==> src/rtl/ihp13_sram_bist_pkg.sv <==
// rtl/ihp13_sram_bist_pkg.sv - March C- operation/element definitions for the SRAM BIST engine
// Contents: march_op_e, march_elem_t, the six-element MarchCMinus table,
// the error counter width and small op-decoding helpers.
package ihp13_sram_bist_pkg;

  typedef enum logic [1:0] {
    R0 = 2'd0,
    R1 = 2'd1,
    W0 = 2'd2,
    W1 = 2'd3
  } march_op_e;

  // op[0] is issued first; op[1] is only used when op_cnt == 2.
  typedef struct packed {
    logic                dir_down;
    logic [1:0]          op_cnt;
    march_op_e [1:0]     op;
  } march_elem_t;

  localparam int NumMarchElems = 6;
  localparam int ErrCntWidth   = 16;

  // Fields: '{dir_down, op_cnt, '{op[1], op[0]}}
  localparam march_elem_t MarchCMinus [NumMarchElems] = '{
    '{1'b0, 2'd1, '{W0, W0}},  // E0 up(w0)
    '{1'b0, 2'd2, '{W1, R0}},  // E1 up(r0,w1)
    '{1'b0, 2'd2, '{W0, R1}},  // E2 up(r1,w0)
    '{1'b1, 2'd2, '{W1, R0}},  // E3 down(r0,w1)
    '{1'b1, 2'd2, '{W0, R1}},  // E4 down(r1,w0)
    '{1'b0, 2'd1, '{R0, R0}}   // E5 up(r0)
  };

  function automatic logic op_is_read(input march_op_e op);
    return (op == R0) || (op == R1);
  endfunction

  function automatic logic op_is_one(input march_op_e op);
    return (op == R1) || (op == W1);
  endfunction

endpackage

==> src/rtl/ihp13_sram_bist_cmp.sv <==
// rtl/ihp13_sram_bist_cmp.sv - Registered read-compare pipeline for the SRAM BIST engine
// Ports:
//   clk_i, rst_i    clock, asynchronous active-high reset
//   rd_issue_i      a read is being issued this cycle
//   exp_data_i      expected word for that read
//   addr_i          address of that read
//   rd_data_i       macro read data (valid one cycle after the read)
//   mismatch_o      one-cycle pulse, the cycle after the data returned
//   fail_addr_o     address belonging to the mismatch pulse
module ihp13_sram_bist_cmp #(
  parameter int DataWidth = 64,
  parameter int AddrWidth = 8
) (
  input  logic                 clk_i,
  input  logic                 rst_i,
  input  logic                 rd_issue_i,
  input  logic [DataWidth-1:0] exp_data_i,
  input  logic [AddrWidth-1:0] addr_i,
  input  logic [DataWidth-1:0] rd_data_i,
  output logic                 mismatch_o,
  output logic [AddrWidth-1:0] fail_addr_o
);

  logic                 pend_q, pend_d;
  logic [DataWidth-1:0] exp_q, exp_d;
  logic [AddrWidth-1:0] addr_q, addr_d;
  logic                 mis_q, mis_d;
  logic [AddrWidth-1:0] mis_addr_q, mis_addr_d;

  always_comb begin
    pend_d     = rd_issue_i;
    exp_d      = rd_issue_i ? exp_data_i : exp_q;
    addr_d     = rd_issue_i ? addr_i : addr_q;
    // pend_q gates the compare so undriven read data never counts.
    mis_d      = pend_q && (rd_data_i != exp_q);
    mis_addr_d = pend_q ? addr_q : mis_addr_q;
  end

  always_ff @(posedge clk_i or posedge rst_i) begin
    if (rst_i) begin
      pend_q     <= 1'b0;
      exp_q      <= '0;
      addr_q     <= '0;
      mis_q      <= 1'b0;
      mis_addr_q <= '0;
    end else begin
      pend_q     <= pend_d;
      exp_q      <= exp_d;
      addr_q     <= addr_d;
      mis_q      <= mis_d;
      mis_addr_q <= mis_addr_d;
    end
  end

  assign mismatch_o  = mis_q;
  assign fail_addr_o = mis_addr_q;

endmodule

==> src/rtl/ihp13_sram_bist.sv <==
// rtl/ihp13_sram_bist.sv - March C- BIST engine driving the A_BIST_* port group of one IHP13 SRAM cut
// Optional build macro: IHP13_SRAM_BIST_DIAG_EN (count all mismatches, never abort).
// Ports:
//   clk_i, rst_i        macro clock, asynchronous active-high reset
//   start_i             start request, sampled in IDLE only
//   busy_o              RUN or DRAIN
//   done_o, fail_o      sticky status, cleared by the next start
//   fail_addr_o         first failing address
//   err_cnt_o           mismatch count
//   bist_*_o            A_BIST_EN/MEN/WEN/REN/ADDR/DIN/BM
//   bist_dout_i         A_DOUT
module ihp13_sram_bist
  import ihp13_sram_bist_pkg::*;
#(
  parameter int NumWords  = 256,
  parameter int DataWidth = 64,
  parameter int AddrWidth = $clog2(NumWords)
) (
  input  logic                   clk_i,
  input  logic                   rst_i,
  input  logic                   start_i,
  output logic                   busy_o,
  output logic                   done_o,
  output logic                   fail_o,
  output logic [AddrWidth-1:0]   fail_addr_o,
  output logic [ErrCntWidth-1:0] err_cnt_o,
  output logic                   bist_en_o,
  output logic                   bist_men_o,
  output logic                   bist_wen_o,
  output logic                   bist_ren_o,
  output logic [AddrWidth-1:0]   bist_addr_o,
  output logic [DataWidth-1:0]   bist_din_o,
  output logic [DataWidth-1:0]   bist_bm_o,
  input  logic [DataWidth-1:0]   bist_dout_i
);

  localparam logic [1:0] StIdle  = 2'd0;
  localparam logic [1:0] StRun   = 2'd1;
  localparam logic [1:0] StDrain = 2'd2;
  localparam logic [1:0] StDone  = 2'd3;

  localparam logic [AddrWidth-1:0]   LastAddr = AddrWidth'(NumWords - 1);
  localparam logic [2:0]             LastElem = 3'(NumMarchElems - 1);
  localparam logic [ErrCntWidth-1:0] ErrMax   = {ErrCntWidth{1'b1}};

`ifdef IHP13_SRAM_BIST_DIAG_EN
  localparam bit StopOnFail = 1'b0;
`else
  localparam bit StopOnFail = 1'b1;
`endif

  logic [1:0]             state_q, state_d;
  logic [2:0]             elem_q, elem_d;
  logic [AddrWidth-1:0]   addr_q, addr_d;
  logic                   op_idx_q, op_idx_d;
  logic                   done_q, done_d;
  logic                   fail_q, fail_d;
  logic [AddrWidth-1:0]   fail_addr_q, fail_addr_d;
  logic [ErrCntWidth-1:0] err_cnt_q, err_cnt_d;

  march_elem_t          cur_elem;
  march_op_e            cur_op;
  logic [2:0]           next_elem;
  logic                 op_read, op_one, last_op, last_addr, issue;
  logic [DataWidth-1:0] pattern;
  logic                 cmp_mismatch;
  logic [AddrWidth-1:0] cmp_fail_addr;

  always_comb begin
    cur_elem  = MarchCMinus[elem_q];
    cur_op    = cur_elem.op[op_idx_q];
    next_elem = elem_q + 3'd1;
    op_read   = op_is_read(cur_op);
    op_one    = op_is_one(cur_op);
    pattern   = {DataWidth{op_one}};
    last_op   = ({1'b0, op_idx_q} == (cur_elem.op_cnt - 2'd1));
    // Terminal-address compare instead of counter wrap.
    last_addr = cur_elem.dir_down ? (addr_q == '0) : (addr_q == LastAddr);
  end

  always_comb begin
    state_d     = state_q;
    elem_d      = elem_q;
    addr_d      = addr_q;
    op_idx_d    = op_idx_q;
    done_d      = done_q;
    fail_d      = fail_q;
    fail_addr_d = fail_addr_q;
    err_cnt_d   = err_cnt_q;
    issue       = 1'b0;

    // A mismatch can surface in RUN, DRAIN or DONE (the last read's compare
    // lands in DONE). Stop-on-fail keeps only the first one.
    if (cmp_mismatch) begin
      if (!fail_q) begin
        fail_d      = 1'b1;
        fail_addr_d = cmp_fail_addr;
      end
      if ((!StopOnFail || !fail_q) && (err_cnt_q != ErrMax)) begin
        err_cnt_d = err_cnt_q + ErrCntWidth'(1);
      end
    end

    case (state_q)
      StIdle: begin
        if (start_i) begin
          state_d     = StRun;
          elem_d      = '0;
          addr_d      = '0;
          op_idx_d    = 1'b0;
          done_d      = 1'b0;
          fail_d      = 1'b0;
          fail_addr_d = '0;
          err_cnt_d   = '0;
        end
      end
      StRun: begin
        if (StopOnFail && cmp_mismatch) begin
          // Suppress this cycle's op; only the op issued while the failing
          // read's data was returning has gone out.
          state_d = StDone;
          done_d  = 1'b1;
        end else begin
          issue = 1'b1;
          if (!last_op) begin
            op_idx_d = 1'b1;
          end else begin
            op_idx_d = 1'b0;
            if (!last_addr) begin
              addr_d = cur_elem.dir_down ? (addr_q - AddrWidth'(1)) : (addr_q + AddrWidth'(1));
            end else if (elem_q == LastElem) begin
              state_d = StDrain;
            end else begin
              elem_d = next_elem;
              addr_d = MarchCMinus[next_elem].dir_down ? LastAddr : '0;
            end
          end
        end
      end
      StDrain: begin
        state_d = StDone;
        done_d  = 1'b1;
      end
      default: begin
        // DONE: single cycle, start_i ignored.
        state_d = StIdle;
      end
    endcase
  end

  always_ff @(posedge clk_i or posedge rst_i) begin
    if (rst_i) begin
      state_q     <= StIdle;
      elem_q      <= '0;
      addr_q      <= '0;
      op_idx_q    <= 1'b0;
      done_q      <= 1'b0;
      fail_q      <= 1'b0;
      fail_addr_q <= '0;
      err_cnt_q   <= '0;
    end else begin
      state_q     <= state_d;
      elem_q      <= elem_d;
      addr_q      <= addr_d;
      op_idx_q    <= op_idx_d;
      done_q      <= done_d;
      fail_q      <= fail_d;
      fail_addr_q <= fail_addr_d;
      err_cnt_q   <= err_cnt_d;
    end
  end

  ihp13_sram_bist_cmp #(
    .DataWidth (DataWidth),
    .AddrWidth (AddrWidth)
  ) u_cmp (
    .clk_i       (clk_i),
    .rst_i       (rst_i),
    .rd_issue_i  (issue && op_read),
    .exp_data_i  (pattern),
    .addr_i      (addr_q),
    .rd_data_i   (bist_dout_i),
    .mismatch_o  (cmp_mismatch),
    .fail_addr_o (cmp_fail_addr)
  );

  assign busy_o      = (state_q == StRun) || (state_q == StDrain);
  assign done_o      = done_q;
  assign fail_o      = fail_q;
  assign fail_addr_o = fail_addr_q;
  assign err_cnt_o   = err_cnt_q;

  assign bist_en_o   = issue;
  assign bist_men_o  = issue;
  assign bist_wen_o  = issue && !op_read;
  assign bist_ren_o  = issue && op_read;
  assign bist_addr_o = issue ? addr_q : '0;
  assign bist_din_o  = issue ? pattern : '0;
  assign bist_bm_o   = {DataWidth{issue}};

endmodule

==> config.mk <==
export PLATFORM = sky130hd
export DESIGN_NAME = ihp13_sram_bist
export DESIGN_NICKNAME = d
export VERILOG_FILES = /design/src/rtl/ihp13_sram_bist_pkg.sv /design/src/rtl/ihp13_sram_bist_cmp.sv /design/src/rtl/ihp13_sram_bist.sv
export SDC_FILE = /design/constraint.sdc
export NUM_CORES = 1
export LEC_CHECK = 0
export CAP_MARGIN = 20
export CORE_MARGIN = 2
export CORE_UTILIZATION = 32
export CTS_CLUSTER_DIAMETER = 60
export CTS_CLUSTER_SIZE = 14
export DETAILED_ROUTE_END_ITERATION = 8
export MAX_ROUTING_LAYER = met4
export SLEW_MARGIN = 20
export SYNTH_ARGS = -nofsm -noshare
export SYNTH_HDL_FRONTEND = slang
export SYNTH_HIERARCHICAL = 1
export SYNTH_SLANG_ARGS = --single-unit
export TNS_END_PERCENT = 20
==> constraint.sdc <==
create_clock -name clk_i -period 12.45 [get_ports clk_i]
set_input_delay 2.49 -clock clk_i [delete_from_list [all_inputs] [get_ports clk_i]]
set_output_delay 2.49 -clock clk_i [all_outputs]
set_load 0.005 [all_outputs]
==> impl_metrics.ini, run 1 <==
[logic_synthesis]
synth.distinct_cells = 55
syn_avg_cell_area_um2 = 10.76
post-synth-top-area-cell = dfrtp_1
syn_inst = 673
netlist_top_cells_area = dfrtp_1 (42%), buf_4 (13%), mux2_2 (13%)
ys.flop_type = dfrtp_1
ys_async_sr_fraction_pct = 100.0
ys_ff_latch = 122
ys_seq_area_share_pct = 42.17
syn_area_mm2 = 0.007239
synth_top_cells_by_count = buf_4 (129), dfrtp_1 (122), mux2_2 (83)
synth.most_common_cell = buf_4
synth_nets = 758
yosysWarningCount = 6
synth_edf_count = 0
yosys.area.top_type_share_pct = 42.17

[clock_network]
clockRootBuffer = clkbuf_16
htree_num_levels = 4
cts_buffers = 17
clock_latency_ps = 410
clk_pin_slew_ps = 60
cts_setup_buffers = 0
ctsResizeCount = 0
hold_buffers = 0
cts_sinks = 122
clockBufferDepth = 2
tritoncts = built

[floorplanning]
die-area_mm2 = 0.02384
die_w_um = 154.4
die_y_um = 154.4
ios = 234
core-area_mm2 = 0.02243
start_util_pct = 32.27
row_count = 55

[timing]
tightest_slew_ps = 996.4
setup-tns-final_ps = 0
slew_viol_final = 0
hold_viol_final = 0
slew_headroom_pct = 33.57
fin_skew_ps = 7.056
max_freq_mhz = 158.3
rsz0062_at_grt = no
setup_viol = 0
finalCritPeriodShare_pct = 50.74
period_minus_slack_ps = 6317

[critical_path]
path_class = register to primary output
worstSetupPathDepth = 6
required_ps = 9960
worstRegToRegCells = 10
crit_buf_inv = 3
cpMaxStageDelayCell = and2_2
r2r_slack_ps = 9350
crit_family = buffers and inverters
critPathLaunchType = register
r2r-end = addr_q[7]
r2r-start = elem_q[0]
crit_path_start = state_q[1]
crit_path_end = bist_din_o[38]
path_max_fanout = 75
cp_cell_sequence = inv_1 -> ha_1 -> nand2b_1 -> inv_2 -> and2_2 -> clkdlybuf4s50_1
arrival_ps = 3830
crit_path_end_kind = primary output
cpPeakStageDelay_ps = 880

[routing]
viasPerCell = 4.512
ant_nets = 0
drt_wl_total_um = 15550
drt-initial-drc-count = 185
dr.pass1.iters = 4
drc = 0
wl_per_cell_um = 14.41
routed-via-count = 4868

[power_and_ir_drop]
powerDensity_mw_per_mm2 = 222.1
p_switching_uw = 679.7
switching_share_pct = 32.05
power.internal_mw = 1.441
p_total_mw = 2.121
pwr-share-comb_pct = 45.3
leakage_nw = 4.069
ir_drop_mv = 0.1189
p_seq_share_pct = 30.1
clkPwrFrac_pct = 24.5

[grt]
overflow = 0
first_global_vias = 4762
antenna_found_initial = 0
grt_max_degree = 76
grt_pass1_wl_um = 24840
track_usage_pct = 13.38

[place]
io_buffers = 233
hpwl_um = 11060
post_dp_cell_area_mm2 = 0.008926
gp_congestion = 0.7696

[hold_path]
hold_class = register to register

[final_layout]
drive_above_1_share_pct = 16.50
stdcell_area_mm2 = 0.009548
final_nets = 866
num_antenna_cells = 0
syn2layout_area_growth_pct = 31.89

[job]
cap_viol_max_count = 0

[outcome]
status = completed
==> through the flow <==
step,setup WS (ps),hold WS (ps),utilization [%],std cells
after floorplan,4818,475.0,-,673
after global placement,6680,491.2,39.79,1047
after detailed placement,6505,493.9,39.79,1047
after CTS,6045,506.4,42.56,1079
after global routing,5736,523.6,42.56,1079
final,6133,499.5,42.56,1079
==> layer usage <==
layer / up-vias / routed length [um] / GRT usage, %
li1: 2379 / - / -
met1: 2322 / 7099 / 16.45
met2: 155 / 7145 / 21.02
met3: 12 / 1186 / 4.315
met4: 0 / 121 / 4.101
met5: - / 0 / -
==> logic make-up after synthesis <==
family,after synthesis,share of synthesized area [%]
AND/OR/NAND/NOR,149,10.56
multiplexers,90,14.00
XOR/XNOR,81,9.800
adder cells (fa/ha/maj),18,3.215
buffers and inverters,163,15.36
AO/OA/AOI/OAI,50,4.891
flip-flops,122,42.17
==> registers in the layout, summed over array words and instances (netlist names), 2 cells and up <==
signal,cells
u_cmp/fail_addr_o,8
err_cnt_o,16
u_cmp/exp_q,64
fail_addr_o,8
u_cmp/addr_q,8
elem_q,3
state_q,2
addr_q,8
==> layout by cell type (no fill, tap or decap), types with 4 or more instances in the layout <==
master,instances
a21oi_1,14
a22o_1,4
and2_1,8
buf_4,4
bufinv_16,4
clkbuf_1,4
clkbuf_16,17
clkdlybuf4s50_1,233
clkinv_2,5
dfrtp_1,122
ha_1,17
inv_1,13
mux2_2,83
mux2i_1,5
nand2_1,36
nand2b_1,4
nand3_1,9
nand4_1,15
nor2_1,32
nor3_1,8
nor4_1,14
o21ai_0,12
xnor2_1,40
xor2_1,41
==> worst min path at each step <==
stage                                from         endpoint  slack, ps  cells past startpoint
after floorplan           u_cmp/addr_q[0]  u_cmp/addr_q[0]        470                      1
after global placement    u_cmp/addr_q[7]  u_cmp/addr_q[7]        490                      1
after detailed placement  u_cmp/addr_q[6]  u_cmp/addr_q[6]        490                      1
after CTS                 u_cmp/addr_q[6]  u_cmp/addr_q[6]        510                      1
after global routing      u_cmp/addr_q[6]  u_cmp/addr_q[6]        520                      1
final                     u_cmp/addr_q[6]  u_cmp/addr_q[6]        500                      1
==> power groups by stage <==
stage               combinational, mW  sequential (mW)  clock [mW]
CTS                             0.976            0.641       0.535
floorplan                       0.723            0.609           0
detailed placement              0.973            0.646           0
global placement                0.960            0.643           0
finish                          0.962            0.639       0.520
global route                     1.05            0.660       0.555
==> area by class of cell <==
| class | instances | area (um^2) |
|---|---|---|
| clock inverter | 8 | 140.1 |
| fill | 2146 | 12890 |
| timing repair buffer | 237 | 2362 |
| inverter | 15 | 57.56 |
| sequential | 122 | 3053 |
| tap | 285 | 356.6 |
| multi-input combinational | 388 | 3097 |
| clock buffer | 24 | 481.7 |
No activity file was read; power rests on OpenSTA's default activity.
==> inputs of run 2 (changes only) <==
==> constraint.sdc (replaced) <==
create_clock -name clk_i -period 5.5 [get_ports clk_i]
set_input_delay 1.1 -clock clk_i [delete_from_list [all_inputs] [get_ports clk_i]]
set_output_delay 1.1 -clock clk_i [all_outputs]
set_load 0.005 [all_outputs]
==> run 2 against run 1 <==
Effect of this change:
- critical path depth stayed put
- clock skew is 1.2 ps lower
- critical path type unchanged
- global-route usage is 0.20 points higher
- highest routed layer unchanged
- power is 120% higher
- sequential share of layout area is 0.080 points higher
- utilization is 0.11 points lower
- largest cell class unchanged
- design area is 0.25% lower
- clock power is 120% higher
==> impl_metrics.ini, run 2 (synthesis gave the netlist of run 1 again) <==
[timing]
slew_headroom_pct = 32.09
rsz0062_at_grt = no
fin_skew_ps = 5.840
slew_viol_final = 0
max_freq_mhz = 243.6
setup_viol = 0
period_minus_slack_ps = 4106
setup-tns-final_ps = 0
tightest_slew_ps = 1019
hold_viol_final = 0
finalCritPeriodShare_pct = 74.65

[critical_path]
cpPeakStageDelay_ps = 740
arrival_ps = 3010
required_ps = 4400
cp_cell_sequence = inv_1 -> ha_1 -> nor2_1 -> o31ai_4 -> and2_2 -> clkdlybuf4s50_1
path_max_fanout = 64
cpMaxStageDelayCell = and2_2
crit_buf_inv = 2
path_class = register to primary output
crit_family = buffers and inverters
crit_path_end_kind = primary output
critPathLaunchType = register

[floorplanning]
die_y_um = 154.4
start_util_pct = 32.27
die_w_um = 154.4
ios = 234
row_count = 55
core-area_mm2 = 0.02243
die-area_mm2 = 0.02384

[final_layout]
final_nets = 867
fillers = 2181
drive_above_1_share_pct = 16.60
largest_reg_flops = 64
utilization_pct = 42.45
syn2layout_area_growth_pct = 31.56
stdcell_count = 1081
layout_common_cells = clkdlybuf4s50_1 (233), dfrtp_1 (122), mux2_2 (83)
top_register = u_cmp/exp_q
final_common_cell = clkdlybuf4s50_1

[clock_network]
tritoncts = built
clk_pin_slew_ps = 50
ctsResizeCount = 0
hold_buffers = 0
htree_num_levels = 4
clock_latency_ps = 410
clockRootBuffer = clkbuf_16
cts_sinks = 122
clockBufferDepth = 2
cts_setup_buffers = 0
cts_buffers = 17

[hold_path]
hold_class = register to register

[routing]
dr.pass1.iters = 4
wl_per_cell_um = 14.42
ant_nets = 0
drt-initial-drc-count = 180
drc = 0
routed-via-count = 4927
viasPerCell = 4.558
drt_wl_total_um = 15590

[job]
cap_viol_max_count = 0

[place]
dp_cells = 1048
gp_congestion = 0.7660
hpwl_um = 11030
io_buffers = 233

[power_and_ir_drop]
clkPwrFrac_pct = 23.6
switching_share_pct = 32.49
ir_drop_mv = 0.2334
power.internal_mw = 3.203
p_switching_mw = 1.542
leakage_nw = 4.061
pwr-share-comb_pct = 45.8
p_seq_share_pct = 30.6
p_total_mw = 4.745
powerDensity_mw_per_mm2 = 498.2

[outcome]
status = completed

[grt]
grt_pass1_wl_um = 25140
track_usage_pct = 13.58
antenna_found_initial = 1
grt_max_degree = 75
overflow = 0
first_global_vias = 4808
[run 2: changes by cell type in the layout (fill, tap and decap cells not counted), sizes merged]
cell and delta:
clkinv +2, buf +1, bufinv -1, clkbuf -1, diode +1
[run 2: per-stage QoR]
stage / instance area (um^2) / setup slack [ps] / hold WS, ps
2_1_floorplan: 7244 / 334.5 / 475.0
3_5_place_dp: 8934 / 1787 / 494.5
3_3_place_gp: 8934 / 1878 / 489.5
4_1_cts: 9522 / 1342 / 506.8
6_report: 9524 / 1394 / 504.0
5_1_grt: 9524 / 1090 / 517.4
[run 2: final cells by class]
cell class	instances	area [um^2]	share of cell area [%]
multi-input combinational	388	3097	32.51
sequential	122	3053	32.05
timing repair buffer	238	2370	24.88
clock buffer	23	467.9	4.913
tap	285	356.6	3.744
clock inverter	9	120.1	1.261
inverter	15	57.56	0.6043
antenna	1	2.502	0.02627
[run 2: worst reg2reg max path, delay by kind of cell, from the launching register on]
family                   cells  cell delay (ps)
AO/OA/AOI/OAI                6             1390
flip-flops                   1              590
adder cells (fa/ha/maj)      2              560
AND/OR/NAND/NOR              1              300
XOR/XNOR                     1              140
[run 2: worst paths after layout]
kind	start	endpoint	slack, ps	cells past startpoint
hold / removal	u_cmp/addr_q[7]	u_cmp/fail_addr_o[7]	500	1
hold reg to reg	u_cmp/addr_q[7]	u_cmp/fail_addr_o[7]	500	1
max in group asynchronous	rst_i	u_cmp/exp_q[3]	3340	3
setup reg to reg	elem_q[0]	addr_q[7]	2380	10
min in group asynchronous	rst_i	u_cmp/exp_q[54]	1180	2
setup / recovery	elem_q[0]	bist_din_o[40]	1390	6
[run 2: power groups by stage]
stage                     clock, mW  sequential (mW)  combinational [mW]
after CTS                      1.15             1.46                2.21
after global routing           1.19             1.50                2.38
after detailed placement          0             1.47                2.20
final                          1.12             1.45                2.17
after global placement            0             1.46                2.17
after floorplan                   0             1.38                1.64
[run 2: per-layer routing]
layer / track usage [%] / up-vias / part of all wire [%]
li1: - / 2384 / -
met1: 16.15 / 2376 / 44
met2: 21.47 / 151 / 47
met3: 5.408 / 16 / 8.6
met4: 3.660 / 0 / 0.87
met5: - / - / 0
==> inputs of run 3 (changes only) <==
==> constraint.sdc (replaced) <==
create_clock -name clk_i -period 3.55 [get_ports clk_i]
set_input_delay 0.71 -clock clk_i [delete_from_list [all_inputs] [get_ports clk_i]]
set_output_delay 0.71 -clock clk_i [all_outputs]
set_load 0.005 [all_outputs]
==> run 3 against run 2 <==
Effect of this change:
- clock power is 66% higher
- sequential cell count stayed put
- worst hold slack hardly changed
- register-to-register slack worse by 1900 ps
- clock-buffer cell count stayed put
- final cell count is 0.19% lower
- die area stayed put
- sequential share of layout area is 0.42 points lower
- utilization is 0.59 points higher
- critical path type unchanged
- largest cell class unchanged
==> impl_metrics.ini, run 3 (synthesis gave the netlist of run 1 again) <==
[grt]
grt_max_degree = 74
grt_pass1_wl_um = 24860
first_global_vias = 4788
track_usage_pct = 13.45
overflow = 0
antenna_found_initial = 0

[timing]
tightest_slew_ps = 980.3
hold_viol_final = 0
finalCritPeriodShare_pct = 94.77
rsz0062_at_grt = no
fin_ws_ps = 185.5
period_minus_slack_ps = 3364
slew_headroom_pct = 34.65
slew_viol_final = 0
setup_viol = 0
fin_skew_ps = 9.113
setup-tns-final_ps = 0
max_freq_mhz = 297.2

[power_and_ir_drop]
ir_drop_mv = 0.3733
leakage_nw = 4.489
powerDensity_mw_per_mm2 = 772.9

[critical_path]
r2r-start = elem_q[0]
worstRegToRegCells = 10
path_class = register to primary output
r2r_slack_ps = 490
critPathLaunchType = register
crit_path_end_kind = primary output
arrival_ps = 2650
crit_path_start = state_q[1]
path_max_fanout = 73
r2r-end = addr_q[7]
required_ps = 2840

[place]
hpwl_um = 10980
gp_congestion = 0.7951
io_buffers = 233
dp_slack_ps = 408.7

[hold_path]
hold_depth = 1
hold_class = register to register
min_to = u_cmp/addr_q[0]
holdCritStartpoint = u_cmp/addr_q[0]

[clock_network]
htree_num_levels = 4
clock_latency_ps = 410
clockBufferDepth = 2
clockRootBuffer = clkbuf_16
clk_pin_slew_ps = 60
tritoncts = built
cts_setup_buffers = 0
cts_buffers = 17
hold_buffers = 0
cts_sinks = 122

[floorplanning]
core-area_mm2 = 0.02243
die-area_mm2 = 0.02384
row_count = 55
die_y_um = 154.4
die_w_um = 154.4
start_util_pct = 32.27
ios = 234

[routing]
drt_wl_total_um = 15440
drt-initial-drc-count = 197
routed-via-count = 4969
viasPerCell = 4.605
ant_nets = 0
wl_per_cell_um = 14.31
drc = 0
dr.pass1.iters = 4

[final_layout]
final_nets = 868
drive_above_1_share_pct = 17.25
top_register = u_cmp/exp_q
syn2layout_area_growth_pct = 33.37
num_antenna_cells = 0
final_common_cell = clkdlybuf4s50_1
layout_common_cells = clkdlybuf4s50_1 (211), dfrtp_1 (121), mux2_2 (83)
largest_reg_flops = 64

[job]
cap_viol_max_count = 0

[outcome]
status = completed
-- run 3: worst max-delay path, cell delays in order (launching register included) --
cell and delay [ps]:
dfrtp_1 430, inv_1 100, ha_1 330, nand2b_2 180, inv_2 100, clkbuf_8 350, and2_1 180, clkdlybuf4s50_1 540
-- run 3: cell type report --
class	count	area, um^2
clock buffer	23	498.0
tap	285	356.6
sequential	122	3054
fill	2132	12780
clock inverter	7	137.6
inverter	15	57.56
timing repair buffer	239	2451
multi-input combinational	388	3100
-- run 3: layer usage --
layer / vias to the layer above / global-route usage, % / wire [um]
met5: - / - / 0
met4: 0 / 4.012 / 173
met3: 16 / 5.268 / 1383
met2: 164 / 21.30 / 7243
met1: 2396 / 15.88 / 6635
li1: 2393 / - / -
-- run 3: power by group --
group,internal [mW],switching (mW)
clock,1.26,0.601
sequential,1.85,0.391
combinational,1.98,1.38
-- run 3: how the worst max path moves through the flow --
stage                          end  depth (start not counted)
floorplan           bist_din_o[10]                          7
global placement         addr_q[7]                         10
detailed placement  bist_addr_o[2]                          7
CTS                 bist_din_o[47]                          6
global route        bist_din_o[28]                          6
finish              bist_addr_o[2]                          7
-- run 3: what timing repair did --
item | 4_1_cts | 5_1_grt
pin swaps | 0 | 0
gates resized for setup | 2 | 25
hold endpoints to repair | 0 | 0
setup endpoints to repair | 71 | 71
-- run 3: metrics by stage --
stage / instance area (um^2) / util [%] / hold WS (ps) / std cells / total power, mW
final: 9656 / 43.04 / 503.8 / 1079 / 7.463
after global routing: 9656 / 43.04 / 518.5 / 1079 / 7.979
after CTS: 9595 / 42.77 / 506.7 / 1079 / 7.594
after detailed placement: 8955 / 39.92 / 495.5 / 1049 / 5.680
after global placement: 8955 / 39.92 / 488.1 / 1049 / 5.638
after floorplan: 7256 / - / 475.0 / 673 / 4.672
==> patch 1, RTL diff (flow settings as in run 2) <==
The option `IHP13_SRAM_BIST_DIAG_EN` is turned on by a define.
--- a/src/rtl/ihp13_sram_bist.sv
+++ b/src/rtl/ihp13_sram_bist.sv
@@ -9,6 +9,8 @@
 //   err_cnt_o           mismatch count
 //   bist_*_o            A_BIST_EN/MEN/WEN/REN/ADDR/DIN/BM
 //   bist_dout_i         A_DOUT
+`define IHP13_SRAM_BIST_DIAG_EN
+
 module ihp13_sram_bist
   import ihp13_sram_bist_pkg::*;
 #(
Check against the original RTL: no difference found for any inputs over 10 cycles, from zero or initial values and one cycle with rst_i high; that may be too few to reach the edited logic, so the function may still have changed.
==> patch 1 against run 2 <==
- design area down 0.34%
- cell count shrank 1.9%
- hold slack lost 2.1 ps
- wire length down 2.3%
- sequential cell count unchanged
- synthesized area shrank 0.26%
- setup slack worse by 180 ps
- critical path depth grew 1
Power is not compared: it rests on default switching activity, and its combinational part moved more than twofold at a synthesized area within 25%.
==> patch 1: results (changes against run 2) <==
* Hpwl dp at 10.8 mm (was 11.0 mm)
* Vias in the first global route at 4680 (was 4808)
* Post-synthesis cell count at 652 (was 673)
* Xor/xnor share of the synthesized area at 9.58% (was 9.80%)
* Max clock buf depth at 2 (unchanged)
* Largest net degree at the start of global routing at 74 (was 75)
* Crit Path Max Fanout at 64 (unchanged)
* Sequential share of the synthesized area at 42.3% (was 42.2%)
* Layout cells sized above 1 at 17.3% (was 16.6%)
* DR vias at 4784 (was 4927)
* CTS clock-pin slew for the worst setup and hold paths at 60 ps
* Placed Cells at 1026 (was 1048)
* Syn Nets at 736 (was 758)
* FFs w/ async S/R, synth at 100% (unchanged)
* Worst Hold Depth at 1 (unchanged)
* Top post-synthesis cells by count: buf_4, dfrtp_1, mux2_2 (unchanged)
* CP max-delay cell: and2_2 (unchanged)
* Post-CTS Resized at 0 (unchanged)
* Max H-tree Level at 4 (unchanged)
* Initial antenna violation count at 2 (was 1)
* DRT Pass-1 Iters at 4 (unchanged)
* Post-synthesis mux area share at 14.9% (was 14.0%)
* Source-to-sink clock delay at the later pin of the worst-skew pair at 410 ps (about the same)
* Post-Synth Adder-Cell Area at 3.05% (was 3.21%)
* R2R Path Start: elem_q[0] (unchanged)
* Initial DRC count at 181 (was 180)
* GPL Wtd Cong at 0.778 (was 0.766)
* I/O Buffers at 233 (unchanged)
* Clock root buffer: clkbuf_16 (unchanged)
* # Post-CTS Setup Buffers at 0 (unchanged)
* Nets at 850 (was 867)
* Final hold slack at 502 ps (was 504 ps)
* Status: complete, no violations (unchanged)
* Min-delay src: u_cmp/addr_q[5] (was u_cmp/addr_q[7])
* Non-Filler Instances at 1061 (was 1081)
* Largest cells by area after synthesis: dfrtp_1, buf_4, mux2_2, xnor2_1, xor2_1 (was dfrtp_1, buf_4, mux2_2, xor2_1, xnor2_1)
* Worst path max stage delay at 770 ps (was 740 ps)
* Worst hold path type: flop to flop (unchanged)
* Worst VDD drop at 203 uV
* Worst R2R Setup Slack at 2460 ps (was 2380 ps)
* First-pass GRT wire length at 24.7 mm (was 25.1 mm)
* Top FF cell, synth: dfrtp_1 (unchanged)
* GR Util All Layers at 13.4% (was 13.6%)
* Synth Area in Compound Gates at 5.27% (was 4.89%)
* Clk_skew at 10.7 ps (was 5.84 ps)
* Pleak at 4.15 nW
* Largest Register: u_cmp/exp_q (unchanged)
* Yosys cell types at 56 (was 55)
* Wirelength per Cell at 14.4 um (about the same)
* Slew margin rel. at 35.0% (was 32.1%)
* FF-to-FF path depth at 10 (unchanged)
* Arrival @ worst endpoint at 3190 ps (was 3010 ps)
* Warnings, synthesis at 6 (unchanged)
* WHS Endpoint: u_cmp/addr_q[5] (was u_cmp/fail_addr_o[7])
* Number of CTS-inserted buffers at 17 (unchanged)
patch 1: changes by cell type after synthesis, sizes merged, moves of 3 or more:
cell    delta
clkbuf     -3
nand2     -22
mux2i      +9
nor4       -4
nand4      +3
a22o       -4
nor2       +3
a21o       +4
and2       -3
inv        +3
patch 1: how the worst max path moves through the flow:
stage,from,end,slack [ps],cells past startpoint
6_report,elem_q[0],bist_din_o[52],1210,7
5_1_grt,elem_q[0],bist_din_o[43],910,7
4_1_cts,elem_q[0],bist_din_o[52],1120,7
3_5_place_dp,elem_q[0],bist_din_o[52],1580,7
3_3_place_gp,elem_q[0],bist_din_o[46],1690,7
2_1_floorplan,elem_q[0],bist_din_o[10],420,6
patch 1: worst max-delay path, delay by kind of cell (launching register included):
kind	cells	cell delay, ps
AND/OR/NAND/NOR	3	1160
buffers and inverters	2	870
flip-flops	1	450
adder cells (fa/ha/maj)	1	200
AO/OA/AOI/OAI	1	80
patch 1: report_power, final:
part | leakage, nW | switching (W) | total (W) | internal [W]
combinational | 2.38 | 0.0000376 | 0.0000945 | 0.0000569
sequential | 1.50 | 0 | 0.000898 | 0.000898
clock | 0.267 | 0.000390 | 0.00101 | 0.000620
patch 1: per-layer routing:
layer | global-route usage, % | up-vias | wire, um
met5 | - | - | 0
met3 | 5.72 | 14 | 1410
met1 | 16.3 | 2254 | 6730
met2 | 20.4 | 179 | 6880
li1 | - | 2337 | -
met4 | 3.87 | 0 | 223
patch 1: kinds of logic (layout without fill, tap and decap cells):
kind of cell             Yosys count  after routing
AO/OA/AOI/OAI                     49             49
XOR/XNOR                          79             79
adder cells (fa/ha/maj)           17             17
buffers and inverters            163            290
flip-flops                       122            122
multiplexers                      97             97
other                              0              2
AND/OR/NAND/NOR                  125            125
patch 1: metrics by stage:
step	worst slack, ps	total power (W)	instance area [sq um]	util (%)
after floorplan	418	0.000947	7230	-
after global placement	1690	0.00101	8930	40.7
after detailed placement	1580	0.00101	8930	40.7
after CTS	1120	0.00204	9470	43.1
after global routing	905	0.00209	9490	43.2
final	1210	0.00200	9490	43.2
patch 1: final cells by class:
class,count,area [sq um]
Antenna cell,2,5.00
Fill cell,2083,12500
Multi-Input combinational cell,367,3080
Sequential cell,122,3050
Timing Repair Buffer,240,2400
Tap cell,280,350
Inverter,18,68.8
Clock buffer,25,495
Clock inverter,7,41.3
==> patch 2, RTL diff (config.mk and constraints of run 2) <==
Without the edit above. `addr_q` and `fail_addr_q` no longer have a reset.
--- a/src/rtl/ihp13_sram_bist.sv
+++ b/src/rtl/ihp13_sram_bist.sv
@@ -152,22 +152,23 @@
     if (rst_i) begin
       state_q     <= StIdle;
       elem_q      <= '0;
-      addr_q      <= '0;
       op_idx_q    <= 1'b0;
       done_q      <= 1'b0;
       fail_q      <= 1'b0;
-      fail_addr_q <= '0;
       err_cnt_q   <= '0;
     end else begin
       state_q     <= state_d;
       elem_q      <= elem_d;
-      addr_q      <= addr_d;
       op_idx_q    <= op_idx_d;
       done_q      <= done_d;
       fail_q      <= fail_d;
-      fail_addr_q <= fail_addr_d;
       err_cnt_q   <= err_cnt_d;
     end
+  end
+
+  always_ff @(posedge clk_i) begin
+    addr_q      <= addr_d;
+    fail_addr_q <= fail_addr_d;
   end
 
   ihp13_sram_bist_cmp #(
Check against the original RTL: same outputs for any inputs over 10 cycles, from zero or initial values and one cycle with rst_i high; that may be too few to reach the edited logic, so the function may still have changed.
==> patch 2 against run 2 <==
- global-route usage is 0.16 points lower
- setup slack worse by 210 ps
- die area is 0.40% lower
- design area hardly changed
- fmax is 4.8% lower
- sequential cell count stayed put
- combinational power is 4% higher
- wire length is 1.1% lower
- count of clock-buffer cells in the layout is 2 higher
- power is 2.0% higher
- synthesized area is 0.41% lower
==> patch 2: results (changes against run 2) <==
* Critical path's top delay family: simple AND/OR/NAND/NOR gates (was buffers and inverters)
* Vias in the first global route at 4778 (was 4808)
* Non-Filler Instances at 1068 (was 1081)
* WHS Endpoint: fail_addr_o[3] (was u_cmp/fail_addr_o[7])
* Min-delay src: fail_addr_o[3] (was u_cmp/addr_q[7])
* M1 GR Usage at 16.2% (about the same)
* Post-synth EDFFs at 8 (was 0)
* Worst Hold Depth at 2 (was 1)
* Worst VDD drop at 267 uV (was 233 uV)
* Number of CTS-inserted buffers at 17 (unchanged)
* Worst path max stage delay at 710 ps (was 740 ps)
* Largest net degree at the start of global routing at 78 (was 75)
* Syn Nets at 753 (was 758)
* First-pass GRT wire length at 24.7 mm (was 25.1 mm)
* Arrival @ worst endpoint at 3210 ps (was 3010 ps)
* Hpwl dp at 10.9 mm (was 11.0 mm)
* R2R Path End: addr_q[7] (unchanged)
* Top post-synthesis cells by count: buf_4, dfrtp_1, mux2_2 (unchanged)
* Placed Cells at 1034 (was 1048)
* GR Util All Layers at 13.4% (was 13.6%)
* M3 GR Usage at 5.38% (was 5.41%)
* Source-to-sink clock delay at the later pin of the worst-skew pair at 420 ps
* FFs w/ async S/R, synth at 86.9% (was 100%)
* GPL Wtd Cong at 0.779 (was 0.766)
* Largest cells by area after synthesis: dfrtp_1, buf_4, mux2_2, xor2_1, xnor2_1 (unchanged)
* Layout cells sized above 1 at 15.8% (was 16.6%)
* GR Util met2 at 20.5% (was 21.5%)
* FILL cells at 2051 (was 2181)
* Pleak at 3.99 nW (was 4.06 nW)
* Avg Vias per Cell at 4.58 (was 4.56)
* Slew margin rel. at 34.3% (was 32.1%)
* Initial DRC count at 186 (was 180)
* Initial antenna violation count at 1 (unchanged)
* Final WL at 15.4 mm (was 15.6 mm)
* Yosys cell types at 52 (was 55)
* FF-to-FF path depth at 9 (was 10)
* Post-CTS Resized at 0 (unchanged)
* Sequential share of the synthesized area at 42.3% (was 42.2%)
* Clk_skew at 8.88 ps (was 5.84 ps)
* Post-synthesis cell count at 668 (was 673)
* DRT Pass-1 Iters at 4 (unchanged)
* Status: complete, no violations (unchanged)
* Nets at 859 (was 867)
[patch 2: worst max-delay path by stage]
stage	end	slack, ps	startpoint	cells past startpoint
floorplan	bist_din_o[10]	330	elem_q[0]	7
global placement	bist_din_o[11]	1690	state_q[1]	6
detailed placement	bist_din_o[32]	1580	state_q[1]	6
global route	bist_din_o[32]	840	state_q[1]	6
finish	bist_din_o[32]	1190	state_q[1]	6
CTS	bist_din_o[32]	1120	state_q[1]	6
[patch 2: area by class of cell]
cell class,instances,area [sq um],share of cell area (%)
antenna,1,2.50,0.0263
clock buffer,25,495,5.20
clock inverter,7,113,1.18
inverter,11,42.5,0.447
multi-input combinational,384,3080,32.3
sequential,122,3050,32.1
tap,280,350,3.68
timing repair buffer,238,2390,25.1
[patch 2: power breakdown]
part	internal (W)	switching, W	leakage [nW]
clock	0.000758	0.000385	0.297
sequential	0.00120	0.000245	1.56
combinational	0.00129	0.000968	2.13
total	0.00324	0.00160	3.99
[patch 2: cell families after synthesis]
family          count (synthesis)  share of synthesized area, %
buf+inv                       162                          15.3
fa+ha+maj                      18                          3.23
flops                         122                          42.3
xor+xnor                       87                          10.6
compound gates                 55                          5.19
mux                            85                          13.2
simple gates                  139                          10.1
[patch 2: metrics by stage]
| step | hold slack [ps] | cell area (sq um) | utilization (%) | worst slack [ps] |
|---|---|---|---|---|
| finish | 453 | 9520 | 43.4 | 1190 |
| CTS | 455 | 9490 | 43.2 | 1120 |
| floorplan | 453 | 7210 | - | 331 |
| detailed placement | 447 | 8880 | 40.5 | 1580 |
| global route | 474 | 9520 | 43.4 | 843 |
| global placement | 447 | 8880 | 40.5 | 1690 |
[patch 2: metal layers]
layer	wire length, um	vias to the layer above
met3	1270	19
met5	0	-
met2	6990	173
li1	-	2382
met4	195	0
met1	6970	2315
